===== config.mk =====
export PLATFORM = sky130hd
export DESIGN_NAME = rom_region_loader
export DESIGN_NICKNAME = d
export VERILOG_FILES = /design/src/rtl/rom_region_loader.sv
export SDC_FILE = /design/constraint.sdc
export NUM_CORES = 1
export LEC_CHECK = 0
export BUFFER_PORTS_ARGS = -buffer_cell sky130_fd_sc_hd__buf_2
export CORE_ASPECT_RATIO = 0.6
export CORE_MARGIN = 5
export CORE_UTILIZATION = 40
export DETAILED_ROUTE_END_ITERATION = 8
export PLACE_DENSITY = 0.88
export SYNTH_ARGS = -nofsm -noshare
export SYNTH_HDL_FRONTEND = slang
export SYNTH_SLANG_ARGS = --single-unit
export TNS_END_PERCENT = 100

===== constraint.sdc =====
create_clock -name CLK -period 4 [get_ports CLK]
set_input_delay 0.2 -clock CLK [delete_from_list [all_inputs] [get_ports CLK]]
set_output_delay 0.2 -clock CLK [all_outputs]
set_load 0.005 [all_outputs]

===== src/rtl/rom_region_loader.sv =====
// Purpose: routes the ioctl download byte stream into NUM_REGIONS ROM regions,
//          packing bytes into BYTES_PER_WORD-wide little-endian words.
// Latency: a word is presented one cycle after its last lane byte (or the flush trigger) is accepted.
// Backpressure: DL_WAIT stalls the byte source while a word is pending or a byte would force a flush;
//               WR_READY low holds the pending word stable.
//
// Ports:
//   CLK, RESET            clock, asynchronous active-high reset
//   DL_ACTIVE/WR/ADDR/DATA  incoming download byte stream (hps_io ioctl side)
//   DL_WAIT               stall request back to the byte source
//   WR_EN/ADDR/DATA/MASK  one-hot word write toward the region targets
//   WR_READY              target accepts the presented word
//   REGION_LOADED         per-region "all bytes received" flags
//   DROP_COUNT            saturating count of bytes matching no region
//   DONE                  single-cycle end-of-download pulse
module rom_region_loader #(
    parameter int NUM_REGIONS    = 8,
    parameter int BYTES_PER_WORD = 1,
    parameter int ADDR_W         = 25,
    parameter logic [NUM_REGIONS*ADDR_W-1:0] REGION_BASE = '0,
    parameter logic [NUM_REGIONS*ADDR_W-1:0] REGION_END  = '0
) (
    input  logic                        CLK,
    input  logic                        RESET,
    input  logic                        DL_ACTIVE,
    input  logic                        DL_WR,
    input  logic [ADDR_W-1:0]           DL_ADDR,
    input  logic [7:0]                  DL_DATA,
    output logic                        DL_WAIT,
    output logic [NUM_REGIONS-1:0]      WR_EN,
    output logic [ADDR_W-1:0]           WR_ADDR,
    output logic [8*BYTES_PER_WORD-1:0] WR_DATA,
    output logic [BYTES_PER_WORD-1:0]   WR_MASK,
    input  logic                        WR_READY,
    output logic [NUM_REGIONS-1:0]      REGION_LOADED,
    output logic [15:0]                 DROP_COUNT,
    output logic                        DONE
);

    localparam int IDX_W  = (NUM_REGIONS > 1) ? $clog2(NUM_REGIONS) : 1;
    localparam int LANE_W = (BYTES_PER_WORD > 1) ? $clog2(BYTES_PER_WORD) : 1;
    localparam logic [BYTES_PER_WORD-1:0] MASK_FULL = '1;

    typedef enum logic [2:0] {
        S_IDLE,
        S_COLLECT,
        S_ISSUE,
        S_FLUSH,
        S_FIN
    } state_t;

    state_t                        state, state_nx;
    logic                          active_q;
    logic [BYTES_PER_WORD-1:0]     mask, mask_nx;
    logic [8*BYTES_PER_WORD-1:0]   data, data_nx;
    logic [IDX_W-1:0]              held_idx;
    logic [ADDR_W-1:0]             held_word;
    logic [ADDR_W-1:0]             cnt [NUM_REGIONS];
    logic [NUM_REGIONS-1:0]        loaded;
    logic [15:0]                   drops;

    // Address decode. Scanning from the top index down lets the lowest
    // matching region overwrite higher ones, so overlaps resolve to it.
    logic                          hit;
    logic [IDX_W-1:0]              hit_idx;
    logic [ADDR_W-1:0]             offset;
    logic [LANE_W-1:0]             lane;
    logic [ADDR_W-1:0]             word;

    always_comb begin
        hit     = 1'b0;
        hit_idx = '0;
        offset  = '0;
        for (int i = NUM_REGIONS - 1; i >= 0; i--) begin
            if (DL_ADDR >= REGION_BASE[i*ADDR_W +: ADDR_W] &&
                DL_ADDR <  REGION_END[i*ADDR_W +: ADDR_W]) begin
                hit     = 1'b1;
                hit_idx = IDX_W'(i);
                offset  = DL_ADDR - REGION_BASE[i*ADDR_W +: ADDR_W];
            end
        end
        lane = LANE_W'(offset % ADDR_W'(BYTES_PER_WORD));
        word = offset / ADDR_W'(BYTES_PER_WORD);
    end

    // A matched byte for a different word than the one being assembled must
    // wait until the partial word has been written out.
    logic conflict;
    logic accept;
    logic start;
    logic issuing;

    assign conflict = (state == S_COLLECT) && DL_WR && hit && (mask != '0) &&
                      ((hit_idx != held_idx) || (word != held_word));
    assign DL_WAIT  = (state == S_ISSUE) || (state == S_FLUSH) ||
                      (state == S_FIN) || conflict;
    assign accept   = (state == S_COLLECT) && DL_WR && !DL_WAIT;
    assign start    = (state == S_IDLE) && DL_ACTIVE && !active_q;
    assign issuing  = (state == S_ISSUE) || (state == S_FLUSH);

    always_comb begin
        state_nx = state;
        mask_nx  = mask;
        data_nx  = data;
        case (state)
            S_IDLE: begin
                if (start) state_nx = S_COLLECT;
            end
            S_COLLECT: begin
                if (accept && hit) begin
                    data_nx[8*int'(lane) +: 8] = DL_DATA;
                    mask_nx[lane]              = 1'b1;
                end
                if (conflict || mask_nx == MASK_FULL)
                    state_nx = DL_ACTIVE ? S_ISSUE : S_FLUSH;
                else if (!DL_ACTIVE)
                    state_nx = (mask_nx != '0) ? S_FLUSH : S_FIN;
            end
            S_ISSUE, S_FLUSH: begin
                if (WR_READY) begin
                    mask_nx  = '0;
                    data_nx  = '0;
                    state_nx = (state == S_ISSUE) ? S_COLLECT : S_FIN;
                end
            end
            S_FIN: begin
                state_nx = S_IDLE;
            end
            default: begin
                state_nx = S_IDLE;
            end
        endcase
    end

    always_ff @(posedge CLK or posedge RESET) begin
        if (RESET) begin
            state     <= S_IDLE;
            active_q  <= 1'b0;
            mask      <= '0;
            data      <= '0;
            held_idx  <= '0;
            held_word <= '0;
            drops     <= '0;
        end else begin
            state    <= state_nx;
            active_q <= DL_ACTIVE;
            if (start) begin
                mask  <= '0;
                data  <= '0;
                drops <= '0;
            end else begin
                mask <= mask_nx;
                data <= data_nx;
                if (accept && !hit && drops != 16'hFFFF)
                    drops <= drops + 16'd1;
            end
            // First byte of a new word fixes which region/word is being built.
            if (accept && hit && mask == '0) begin
                held_idx  <= hit_idx;
                held_word <= word;
            end
        end
    end

    // Per-region byte counters; a region is loaded once it has received
    // exactly as many bytes as it spans.
    always_ff @(posedge CLK or posedge RESET) begin
        if (RESET) begin
            loaded <= '0;
            for (int i = 0; i < NUM_REGIONS; i++) cnt[i] <= '0;
        end else if (start) begin
            loaded <= '0;
            for (int i = 0; i < NUM_REGIONS; i++) cnt[i] <= '0;
        end else if (accept && hit) begin
            for (int i = 0; i < NUM_REGIONS; i++) begin
                if (hit_idx == IDX_W'(i)) begin
                    cnt[i] <= cnt[i] + ADDR_W'(1);
                    if (cnt[i] + ADDR_W'(1) ==
                        REGION_END[i*ADDR_W +: ADDR_W] - REGION_BASE[i*ADDR_W +: ADDR_W])
                        loaded[i] <= 1'b1;
                end
            end
        end
    end

    assign WR_EN         = issuing ? (NUM_REGIONS'(1) << held_idx) : '0;
    assign WR_ADDR       = issuing ? held_word : '0;
    assign WR_DATA       = issuing ? data : '0;
    assign WR_MASK       = issuing ? mask : '0;
    assign REGION_LOADED = loaded;
    assign DROP_COUNT    = drops;
    assign DONE          = (state == S_FIN);

endmodule


# After elaboration in Yosys (flattened, before gate mapping)
# Cells that the tools add are included.
# totals
elab_cells	85
reg_bits	87
in_bits	38
# op_classes
n_reduce_logical	30
bitwise	1
eq_ne	11
n_lt_le_gt_ge	2
mux	30
add_sub_neg	2
# op_table
op	count
$mux 200	2
$mux 25	2
$mux 8	5
$mux 16	2
$add 25x1->25 const B	1
$ge 25x1->1 const B	1
$logic_not 25->1	1
$lt 25x1->1 const B	1
$ne 25x25->1	1
$mux 3	6
$add 16x1->16 const B	1
$ne 16x16->1 const B	1
$pmux 8 s2	1
$logic_and 1x1->1	12
$mux 1	10
$pmux 3 s3	1
$eq 3x2->1 const B	2
$ne 3x2->1 const B	2
$reduce_and 3->1	2
$reduce_bool 2->1	3
$logic_or 1x1->1	4
$ne 2x2->1 const B	2
$reduce_and 2->1	2
$eq 3x1->1 const B	1
other kinds (8)	10

# Depth between registers and ports, before layout
# logic_depth
depth_word	16
ltp_mapped	5

# Least setup slack after synthesis
# No wires, ideal clock.
# synth_path
kind	register to register
startpoint	register drops[0], in the netlist DROP_COUNT[0]
endpoint	register drops[0], in the netlist DROP_COUNT[0]
period_less_slack_ps	1952
arrival_time_ps	1823
path_stages_with_launch	6
path_buffers	0
slack_ps	2048
cell_sequence	dfrtp_1 ha_1 nand4_1 nor4_1 nor2_1 mux2i_1
# synth_between
elab_chain_cells	3
# synth_lines
item	line_no	text
start: declaration	60	logic [15:0] drops;
start signal: assignment	155	drops <= drops + 16'd1;
$add 16x1->16 / $ne 16x16->1 (equally long branches)	155, 154	
$mux 16 / $logic_and 1x1->1 (equally long branches)	154	if (accept && !hit && drops != 16'hFFFF)
$mux 16 / $reduce_bool 2->1 (equally long branches)	--	
# Several ways; a longest one is shown, not always the timed one. The select of a mux whose other input is x is not followed.
# A chain may end at the register's enable or synchronous reset.

# Worst setup path after layout
# layout_path
startpoint	register drops[0], in the netlist DROP_COUNT[0]
endpoint	register drops[1], in the netlist DROP_COUNT[1]
# The elaborated chain is that of the path after synthesis.

==> impl_results.html <==
<table>
<tr><th>Metric</th><th>Value</th></tr>
<tr><th colspan="2">Hold path</th></tr>
<tr><td>Worst hold path class</td><td>input port to async pin</td></tr>
<tr><th colspan="2">STA</th></tr>
<tr><td>Number of setup violations in the final report</td><td>0</td></tr>
<tr><td>Least setup slack across all paths after layout</td><td>1.54 ns</td></tr>
<tr><td>Sum of negative setup slack</td><td>0 ns</td></tr>
<tr><td>Headroom to the max-slew limit</td><td>between 10% and 20%</td></tr>
<tr><td>Final cycle utilization of the critical path</td><td>61.4%</td></tr>
<tr><td>Transition time at the pin with the least slew margin</td><td>1.27 ns</td></tr>
<tr><td>Number of endpoints with negative hold slack in the final report</td><td>0</td></tr>
<tr><td>Largest clock skew in the final design</td><td>0.00404 ns</td></tr>
<tr><td>Fmax</td><td>0.407 GHz</td></tr>
<tr><td>Worst hold margin</td><td>0.0508 ns</td></tr>
<tr><td>Setup repair after global routing missed its margin</td><td>no</td></tr>
<tr><td>Shortest period the worst path allows</td><td>~2.5 ns</td></tr>
<tr><td>Fin. max-slew vios</td><td>0</td></tr>
<tr><th colspan="2">Placed design</th></tr>
<tr><td>Number of placed cells counting well taps</td><td>roughly 220</td></tr>
<tr><td>Buffers added on ports</td><td>21</td></tr>
<tr><td>Detailed Place HPWL</td><td>roughly 2200 um</td></tr>
<tr><td>Final GP Congestion</td><td>0.906</td></tr>
<tr><td>Setup WS pre-CTS</td><td>1.57 ns</td></tr>
<tr><th colspan="2">Yosys</th></tr>
<tr><td>Gate Count Post-Synth</td><td>159</td></tr>
<tr><td>Distinct cells, synth</td><td>30</td></tr>
<tr><td>FF+latch count, synth</td><td>19</td></tr>
<tr><td>Share of synthesized flip-flops with an asynchronous set or reset</td><td>100%</td></tr>
<tr><td>Most instantiated flip-flop cell in the synthesis netlist</td><td>sky130_fd_sc_hd__dfrtp_1</td></tr>
<tr><td>Portion of the post-synthesis area used by sequential elements</td><td>33.8%</td></tr>
<tr><td>Cell accounting for the most synthesized area</td><td>sky130_fd_sc_hd__dfrtp_1</td></tr>
<tr><td>Number of enable-type register cells in the synthesized netlist</td><td>0</td></tr>
<tr><td>Portion of synthesized cell area occupied by the leading cell type</td><td>33.8%</td></tr>
<tr><td>Post-synthesis instance area</td><td>1410 um^2</td></tr>
<tr><td>Post-synthesis average cell area</td><td>a little under 9 um^2</td></tr>
<tr><td>Cells taking the most area after synthesis</td><td>sky130_fd_sc_hd__dfrtp_1, sky130_fd_sc_hd__buf_4, sky130_fd_sc_hd__mux2i_1</td></tr>
<tr><td>Total number of yosys warnings</td><td>0</td></tr>
<tr><th colspan="2">Clocking</th></tr>
<tr><td>Number of buffers added to fix hold violations after cts</td><td>0</td></tr>
<tr><td>Post-cts repair resize count</td><td>0</td></tr>
<tr><td>Clock-pin slew reported for the worst setup and hold paths after clock tree synthesis</td><td>0.07 ns</td></tr>
<tr><td>CTS tree</td><td>yes</td></tr>
<tr><td>Clock insertion delay at the later pin of the skew report</td><td>0.25 ns</td></tr>
<tr><td>Number of buffers on the longest clock path</td><td>2</td></tr>
<tr><td>Setup repair bufs after CTS</td><td>0</td></tr>
<tr><td>Clock sink count</td><td>19</td></tr>
<tr><td>Number of H-tree branching levels</td><td>1</td></tr>
<tr><td>TritonCTS Buffers</td><td>3</td></tr>
<tr><td>Clock root buffer</td><td>sky130_fd_sc_hd__clkbuf_8</td></tr>
<tr><th colspan="2">Floorplanning</th></tr>
<tr><td>Area of the core</td><td>3320 um^2</td></tr>
<tr><td>Width of the chip</td><td>between 80 and 90 um</td></tr>
<tr><td>I/O pin count</td><td>106</td></tr>
<tr><td>Initial Util</td><td>42.3%</td></tr>
<tr><td>Number of placement rows</td><td>16</td></tr>
<tr><td>Die outline area</td><td>approximately 4800 um^2</td></tr>
<tr><td>Die outline height</td><td>55.9 um</td></tr>
<tr><th colspan="2">Routing</th></tr>
<tr><td>DRT iter0 DRCs</td><td>93</td></tr>
<tr><td>Final ANT Viol Nets</td><td>0</td></tr>
<tr><td>Via count</td><td>1038</td></tr>
<tr><td>Routed wire length</td><td>around 2700 um</td></tr>
<tr><td>Wire length per cell after detailed routing</td><td>12.2 um</td></tr>
<tr><td>Drt drc</td><td>0</td></tr>
<tr><td>Post-DR vias/cell</td><td>around 4.6</td></tr>
<tr><td>Number of detailed-routing iterations run before antenna repair</td><td>4</td></tr>
<tr><th colspan="2">Power</th></tr>
<tr><td>Switching component of the power</td><td>0.000117 W</td></tr>
<tr><td>Sequential power share</td><td>52.7%</td></tr>
<tr><td>Areal power density over the cells</td><td>295 nW/um^2</td></tr>
<tr><td>Internal Power</td><td>0.000298 W</td></tr>
<tr><td>Pwr Total</td><td>between 0.0004 and 0.0005 W</td></tr>
<tr><td>Clk pwr share</td><td>a little under a third</td></tr>
<tr><td>Fraction of power spent switching nets</td><td>approximately 28%</td></tr>
<tr><td>Static Leak</td><td>roughly 0.7 nW</td></tr>
<tr><td>Combinational share of power</td><td>15.7%</td></tr>
<tr><td>Worst voltage drop across the vdd grid</td><td>0.000137 V</td></tr>
<tr><th colspan="2">Layout</th></tr>
<tr><td>Share of layout cells above drive strength 1</td><td>13.9%</td></tr>
<tr><td>Area Overhead vs Synth</td><td>-0.0888%</td></tr>
<tr><td>Number of antenna cells inserted</td><td>0</td></tr>
<tr><td>Post-Layout Cell Count</td><td>225</td></tr>
<tr><td>Footprint of the flip-flops and latches</td><td>475 um^2</td></tr>
<tr><td>Multi-input combinational cell area</td><td>701 um^2</td></tr>
<tr><td>Final Net Count</td><td>between 200 and 250</td></tr>
<tr><td>Most common cell after layout, fill and taps aside</td><td>sky130_fd_sc_hd__conb_1</td></tr>
<tr><td>Filler cell count</td><td>roughly 340</td></tr>
<tr><td>Most frequent cells in the layout</td><td>sky130_fd_sc_hd__conb_1, sky130_fd_sc_hd__buf_2, sky130_fd_sc_hd__dfrtp_1</td></tr>
<tr><th colspan="2">Global route</th></tr>
<tr><td>Global-route wire length before repair</td><td>between 4000 and 5000 um</td></tr>
<tr><td>Number of antenna violations at the first check in global routing</td><td>0</td></tr>
<tr><td>Vias in the first global route</td><td>just under 900</td></tr>
<tr><td>Global-route usage over all layers</td><td>between 10% and 20%</td></tr>
<tr><td>Final global-route overflow total</td><td>0</td></tr>
<tr><td>Largest net degree at the start of global routing</td><td>20</td></tr>
<tr><th colspan="2">Setup path</th></tr>
<tr><td>Data arrival time of the worst path</td><td>2.59 ns</td></tr>
<tr><td>CP delay by family, top</td><td>simple AND/OR/NAND/NOR gates</td></tr>
<tr><td>Critical path buffers and inverters</td><td>0</td></tr>
<tr><td>Setup Crit Path Kind</td><td>register to register</td></tr>
<tr><td>Kind of end point of the critical path</td><td>register</td></tr>
<tr><td>Crit-path slowest cell</td><td>sky130_fd_sc_hd__nor4_1</td></tr>
<tr><td>Data required time of the critical path</td><td>4.13 ns</td></tr>
<tr><td>Cell count of the worst reg-to-reg path</td><td>5</td></tr>
<tr><td>Kind of start point of the critical path</td><td>register</td></tr>
<tr><td>Critical-path cell list</td><td>ha_1 -&gt; nand4_1 -&gt; nor4_1 -&gt; nor2_1 -&gt; mux2i_1</td></tr>
<tr><td>Critical-path maximum fanout</td><td>9</td></tr>
<tr><td>Critical Path Stages</td><td>5</td></tr>
<tr><td>Crit path largest cell delay</td><td>approximately 1.1 ns</td></tr>
<tr><th colspan="2">Outcome</th></tr>
<tr><td>Status</td><td>complete, no violations</td></tr>
<tr><th colspan="2">Run</th></tr>
<tr><td>Max-Cap Viols</td><td>0</td></tr>
</table>
-- per-layer routing --
layer	part of all wire, %	GRT usage, %	vias to the layer above
met5	0	0	-
met4	0.29	2.00	0
met3	10	4.29	2
met2	45	17.0	49
met1	45	15.5	473
li1	-	-	514
-- registers in the layout, indices dropped and copies added, names as in the netlist --
signal / cells
DROP_COUNT: 16
state: 2
active_q: 1
-- area by class of cell --
type	count	share of cell area [%]
Multi-Input combinational cell	130	49.9
Sequential cell	19	33.8
Timing Repair Buffer	21	7.48
Tap cell	45	4.01
Clock buffer	4	3.21
Inverter	6	1.60
-- stage by stage --
stage               utilization, %  instance area, um^2
detailed placement            40.9                 1360
global placement              40.9                 1360
floorplan                        -                 1590
finish                        42.3                 1410
CTS                           42.3                 1410
global route                  42.3                 1410
-- power groups by stage --
stage	sequential (W)	combinational, W	clock [W]
floorplan	0.000221	0.0000781	0
global placement	0.000221	0.0000632	0
detailed placement	0.000222	0.0000645	0
CTS	0.000218	0.0000649	0.000136
global route	0.000221	0.0000759	0.000145
finish	0.000218	0.0000653	0.000131
-- worst paths after layout --
check / slack, ns / from / endpoint
max: 1.54 / DROP_COUNT[0]$_DFFE_PP0P_ / DROP_COUNT[1]$_DFFE_PP0P_
min: 0.05 / RESET / DROP_COUNT[3]$_DFFE_PP0P_
max reg2reg: 1.54 / DROP_COUNT[0]$_DFFE_PP0P_ / DROP_COUNT[1]$_DFFE_PP0P_
min reg2reg: 0.47 / active_q$_DFF_PP0_ / state[0]$_DFFE_PP0P_
max in group asynchronous: 3.50 / RESET / DROP_COUNT[7]$_DFFE_PP0P_
min in group CLK: 0.08 / DL_ACTIVE / active_q$_DFF_PP0_
-- synthesized netlist by cell type, types with 2 or more instances --
library cell and n:
sky130_fd_sc_hd__nor4_1 3, sky130_fd_sc_hd__a21oi_1 8, sky130_fd_sc_hd__nand4_1 5, sky130_fd_sc_hd__and4_1 2, sky130_fd_sc_hd__buf_4 51, sky130_fd_sc_hd__o211ai_1 3
sky130_fd_sc_hd__nor3_1 5, sky130_fd_sc_hd__o31ai_1 4, sky130_fd_sc_hd__inv_1 6, sky130_fd_sc_hd__nor2_1 3, sky130_fd_sc_hd__dfrtp_1 19, sky130_fd_sc_hd__o41ai_1 2
sky130_fd_sc_hd__mux2i_1 5, sky130_fd_sc_hd__or4_1 6, sky130_fd_sc_hd__or3_1 5, sky130_fd_sc_hd__nand2_1 11, sky130_fd_sc_hd__nand3_1 6, sky130_fd_sc_hd__o21ai_0 3
-- worst register-to-register path, cell delays in order (launching register included) --
cell	delay [ns]
sky130_fd_sc_hd__dfrtp_1	0.41
sky130_fd_sc_hd__ha_1	0.24
sky130_fd_sc_hd__nand4_1	0.20
sky130_fd_sc_hd__nor4_1	1.10
sky130_fd_sc_hd__nor2_1	0.21
sky130_fd_sc_hd__mux2i_1	0.18
-- cell families after synthesis --
family	synth area share, %
adders and majority gates	0.890
DFF	33.8
and+or+nand+nor	21.9
AOI/OAI and AO/OA	10.1
other	0.267
buffers and inverters	29.4
muxes	3.56
Power figures use the tool's default switching activity.
